===== config.mk =====
export PLATFORM = sky130hd
export DESIGN_NAME = hazard_ctrl
export DESIGN_NICKNAME = d
export VERILOG_FILES = /design/src/rtl/hazard_ctrl.sv
export SDC_FILE = /design/constraint.sdc
export NUM_CORES = 1
export LEC_CHECK = 0
export ABC_AREA = 0
export CORE_MARGIN = 2
export CORE_UTILIZATION = 43
export CTS_CLUSTER_DIAMETER = 60
export CTS_CLUSTER_SIZE = 12
export DETAILED_ROUTE_END_ITERATION = 10
export PLACE_DENSITY = 0.72
export SLEW_MARGIN = 20
export SYNTH_ARGS = -nofsm -noshare
export SYNTH_HDL_FRONTEND = slang
export SYNTH_SLANG_ARGS = --single-unit
export TNS_END_PERCENT = 100

===== constraint.sdc =====
create_clock -name clk -period 6.5 [get_ports clk]
set_clock_uncertainty 0.1 [all_clocks]
set_input_delay 1.3 -clock clk [delete_from_list [all_inputs] [get_ports clk]]
set_output_delay 1.3 -clock clk [all_outputs]
set_load 0.1 [all_outputs]

===== src/rtl/hazard_ctrl.sv =====
// Decode-side hazard controller: shadow E/M/W destination tracking, RAW stall,
// operand forwarding select and branch flush. HAZ_PERF_CNT_EN adds stall/flush counters.
module hazard_ctrl #(
  parameter int REG_AW   = 5,
  parameter int NUM_REGS = 32
) (
  input  logic              clk,
  input  logic              rst,
  input  logic [REG_AW-1:0] D_rs1,
  input  logic [REG_AW-1:0] D_rs2,
  input  logic              D_rs1_used,
  input  logic              D_rs2_used,
  input  logic [REG_AW-1:0] D_rd,
  input  logic              D_reg_write,
  input  logic              D_is_load,
  input  logic              jb,
  output logic              stall,
  output logic              pc_hold,
  output logic              flush_d,
  output logic              flush_e,
  output logic [1:0]        fwd_rs1_sel,
  output logic [1:0]        fwd_rs2_sel
`ifdef HAZ_PERF_CNT_EN
  ,
  output logic [31:0]       stall_cnt,
  output logic [31:0]       flush_cnt
`endif
);

  typedef struct packed {
    logic              valid;
    logic [REG_AW-1:0] rd;
    logic              wr;
    logic              is_load;
  } slot_t;

  slot_t e_s, m_s, w_s;

  logic rs1_e, rs1_m, rs1_w;
  logic rs2_e, rs2_m, rs2_w;
  logic raw;

  // Register 0 is hardwired zero, so it never creates a dependency.
  function automatic logic hit(slot_t s, logic [REG_AW-1:0] r, logic used);
    return used && s.valid && s.wr && (s.rd == r) && (r != '0) && (int'(r) < NUM_REGS);
  endfunction

  always_ff @(posedge clk or negedge rst) begin
    if (!rst) begin
      e_s <= '0;
      m_s <= '0;
      w_s <= '0;
    end else begin
      m_s <= e_s;
      w_s <= m_s;
      if (stall || jb) e_s <= '0;
      else             e_s <= {1'b1, D_rd, D_reg_write, D_is_load};
    end
  end

  always_comb begin
    rs1_e = hit(e_s, D_rs1, D_rs1_used);
    rs1_m = hit(m_s, D_rs1, D_rs1_used);
    rs1_w = hit(w_s, D_rs1, D_rs1_used);
    rs2_e = hit(e_s, D_rs2, D_rs2_used);
    rs2_m = hit(m_s, D_rs2, D_rs2_used);
    rs2_w = hit(w_s, D_rs2, D_rs2_used);
    // E results are not yet available to decode; a load in M still lacks its data.
    raw   = rs1_e | rs2_e | ((rs1_m | rs2_m) & m_s.is_load);
  end

  // A taken branch wins over the stall so the PC can load the target.
  assign stall   = raw & ~jb;
  assign pc_hold = stall;
  assign flush_d = jb;
  assign flush_e = jb;

  always_comb begin
    fwd_rs1_sel = 2'd0;
    fwd_rs2_sel = 2'd0;
    if (rs1_m && !m_s.is_load) fwd_rs1_sel = 2'd1;
    else if (rs1_w)            fwd_rs1_sel = 2'd2;
    if (rs2_m && !m_s.is_load) fwd_rs2_sel = 2'd1;
    else if (rs2_w)            fwd_rs2_sel = 2'd2;
  end

`ifdef HAZ_PERF_CNT_EN
  always_ff @(posedge clk or negedge rst) begin
    if (!rst) begin
      stall_cnt <= '0;
      flush_cnt <= '0;
    end else begin
      if (stall && (stall_cnt != 32'hFFFF_FFFF)) stall_cnt <= stall_cnt + 32'd1;
      if (jb && (flush_cnt != 32'hFFFF_FFFF))    flush_cnt <= flush_cnt + 32'd1;
    end
  end
`endif

endmodule


# == Word-level counts from Yosys, hierarchy flattened ==
# Cells that the tools add are included.
# word_totals
regBits,23
in_bits,22
out_inout_bits,8
elab_cells,58
# op_classes
n_eq_ne,6
n_mux,5
n_bitwise,6
n_reduce_logical,30
# op_table
operator,n
$eq 5x5->1,6
$logic_and 1x1->1,26
$reduce_bool 5->1,2
$mux 2,4
$mux 8,1
$or 1x1->1,3
$and 1x1->1,2
$logic_not 1->1,1
$logic_or 1x1->1,1
$not 1->1,1

# == Longest topological paths before layout ==
# depth
ltp_word,10
depth_mapped,7
ltp_nobuf,5

# == Least setup slack after synthesis ==
# Ideal clock, no wire load.
# synth_path
path_type,input-to-output
from,in D_rs2[0]
to,out fwd_rs2_sel[1]
arrival_time_ps,4771
required_ps,5100
setup_slack_ps,329
stages,5
n_path_buf,0
cell_sequence,or4_1 -> o21ai_2 -> nor4_1 -> nor2b_1 -> nor3_1
# synth_via
elab_chain_len,5
word_cells_on_any_way,10
classes_between,eq/ne: 2; mux: 2; reduce/logical: 6
# synth_rtl
element,line,source
from (decl),10,"input logic [REG_AW-1:0] D_rs2,"
$eq 5x5->1,45,return used && s.valid && s.wr && (s.rd == r) && (r != '0) && (int'(r) < NUM_REGS);
$logic_and 1x1->1 (2 in a row),45,
$mux 2 / $logic_and 1x1->1 (equally long branches),"84, 83",
$mux 2 *,83,if (rs2_m && !m_s.is_load) fwd_rs2_sel = 2'd1;
to (decl),22,output logic [1:0] fwd_rs2_sel
# Every way passes the cells marked *; elsewhere a longest branch is shown, timed or not.

# == Worst setup path after layout ==
# layout_path
from,in D_rs2[3]
to,out fwd_rs2_sel[0]
# layout_via
elab_chain_len,5
word_cells_on_any_way,6
classes_between,eq/ne: 1; mux: 1; reduce/logical: 4
# layout_rtl
element,line
$eq 5x5->1,45
$logic_and 1x1->1,45
$logic_and 1x1->1 *,45
$logic_and 1x1->1 *,83
$mux 2 *,83
# Marked as above.

==> results.json <==
{
  "outcome": "finished clean",
  "cts.sink_count": 23,
  "mappedNetlistArea_um2": 1160,
  "rsz_0062_raised_after_global_routing": "no",
  "cp_data_arrival_time_ps": 3910,
  "clk_path_buf_depth": 2,
  "peakVddDrop_mv": 0.125,
  "seq_area_frac_synth": 0.497,
  "die_width_um": 55.9,
  "timing.final.setup_violations": 0,
  "cts_tree": "yes",
  "drv_cap": 0,
  "post_synth_num_cell_types": 18,
  "route.detailed.wl_per_inst_um": 15.2,
  "first_pass_iters": 3,
  "cts.clk_slew.worst_paths_ps": 120,
  "cts-hold-fix-buffers": 0,
  "min_period_over_period": 0.817,
  "cts.htree.levels": 1,
  "critPathKind": "in2out",
  "yosysWarningCount": 0,
  "highest_count_cells_in_the_layout_ignoring_fill_and_taps": "sky130_fd_sc_hd__clkdlybuf4s50_1, sky130_fd_sc_hd__dfrtp_1, sky130_fd_sc_hd__xor2_1, sky130_fd_sc_hd__xnor2_1",
  "hpwl_mm": 1.81,
  "globalplace.congestion": 0.801,
  "post_cts_resize_count": 0,
  "fill_cells": 227,
  "core_area_um2": 2520,
  "antenna_found_initial": 0,
  "port_buffers": 29,
  "slew_viol_final": 0,
  "remaining_drc_errors": 0,
  "post_cts.repair.setup_buffers": 0,
  "insertedDiodeCount": 0,
  "rows": 18,
  "leakagePower_nw": 0.601,
  "required_ps": 5100,
  "nNetsFinal": 141,
  "crit_path_start_kind": "input port",
  "class_of_the_most_critical_hold_timing_path": "reg2reg",
  "ant_nets": 0,
  "area_delta_synth_final_pct": 26.1,
  "die_area_um2": 3130,
  "mappedNetlistNets": 112,
  "finalPower_mw": 0.271,
  "source_to_sink_clock_delay_at_the_later_pin_of_the_worst_skew_pair_ps": 310,
  "ys_seq_elements": 23,
  "post_route_cells_drive_above_1_share": 0.169,
  "slew_at_the_pin_closest_to_its_max_slew_limit_ps": 980,
  "via_count_of_the_first_global_routing_pass": 830,
  "totalWireLength_mm": 2.25,
  "max_freq_mhz": 188,
  "post_synth_inst_count": 90,
  "power-per-cell-area_nw_per_um2": 185,
  "root_buffer": "sky130_fd_sc_hd__clkbuf_4",
  "fp.dieH_um": 55.9,
  "avgViaCountPerCell": 5.36,
  "gr-total-overflow": 0,
  "io_pins": 30,
  "total_clock_buffers_created_by_cts": 3,
  "grt_max_degree": 24,
  "layout_commonest_cell": "sky130_fd_sc_hd__clkdlybuf4s50_1",
  "drt_iter0_markers": 12,
  "start_util": 0.459,
  "dr_total_vias": 793,
  "setup_tns_ps": 0,
  "critical_path.endpoint_type": "output port",
  "track_usage": 0.156,
  "grt_pass1_wl_mm": 3.73,
  "fin_worst_hold_slack_ps": 279,
  "synthesized_area_per_cell_um2": 12.9,
  "fin_crit_ps": 5310,
  "cp_max_fo": 4,
  "timing.slew.headroom": 0.345,
  "hold_viol": 0
}
[cells by family (layout without fill, tap and decap cells)]
| group | count (synthesis) | count (layout) | share of synthesized area |
|---|---|---|---|
| buffers and inverters | 5 | 33 | 0.0324 |
| xor gates and xnor gates | 30 | 30 | 0.227 |
| DFF | 23 | 23 | 0.497 |
| and+or+nand+nor | 27 | 27 | 0.203 |
| AOI/OAI and AO/OA | 5 | 5 | 0.0410 |
[critical path, cell delays in order]
cell                              delay, ps
sky130_fd_sc_hd__clkdlybuf4s50_1        590
sky130_fd_sc_hd__xnor2_1                160
sky130_fd_sc_hd__nand4_1                120
sky130_fd_sc_hd__nor4_1                 360
sky130_fd_sc_hd__nor2b_1                220
sky130_fd_sc_hd__clkdlybuf4s50_1       1160
[registers in the layout (all words and copies together), names as in the netlist]
register and count:
e_s 8, m_s 8, w_s 7
[where the power goes]
group	internal, mW	switching [mW]	total (mW)
clock network	0.0230	0.0405	0.0635
logic	0.0257	0.0247	0.0504
registers	0.151	0.00662	0.157
[stage by stage]
stage / setup WS, ps / area (um^2) / instances / utilization
global placement: 1200 / 1440 / 144 / 0.570
global route: 1080 / 1460 / 148 / 0.579
floorplan: 329 / 1160 / 90 / -
CTS: 1190 / 1470 / 148 / 0.581
finish: 1190 / 1460 / 148 / 0.579
detailed placement: 1200 / 1440 / 144 / 0.570
[layer usage]
layer / global-route usage / routed length [um] / up-vias
met5: 0 / 0 / -
met2: 0.270 / 1160 / 30
li1: - / - / 375
met4: 0.0782 / 35 / 0
met1: 0.182 / 914 / 384
met3: 0.0326 / 139 / 4
[layout make-up]
cell class | instances | area [um^2] | area share
clock inverters | 1 | 5.00 | 0.00342
multi-input cells | 62 | 546 | 0.373
flip-flops and latches | 23 | 576 | 0.394
clock buffers | 3 | 22.5 | 0.0154
well taps | 30 | 37.5 | 0.0257
repair buffers | 29 | 275 | 0.188
[synth_stat cells (all sizes together)]
master / n / area (um^2)
buf: 5 / 37.5
dfrtp: 23 / 576
nand2: 1 / 3.75
nand4: 6 / 37.5
nor2b: 2 / 12.5
nor3: 3 / 15.0
nor4: 6 / 37.5
nor4b: 7 / 114
o21a: 1 / 7.51
o21ai: 2 / 17.5
o21ba: 1 / 10.0
o22ai: 1 / 12.5
or4: 2 / 15.0
xnor2: 12 / 105
xor2: 18 / 158
[final timing paths]
path                       startpoint             end  slack [ps]  depth (start not counted)
max                          D_rs2[3]  fwd_rs2_sel[0]        1190                          6
min reg2reg                    e_s[0]          m_s[0]         280                          0
min                            e_s[0]          m_s[0]         280                          0
max in group asynchronous         rst          m_s[3]        5150                          1
max reg2reg                    e_s[3]          e_s[6]        4530                          5
min in group asynchronous         rst          e_s[3]         830                          1
No activity file was read; power rests on OpenSTA's default activity.
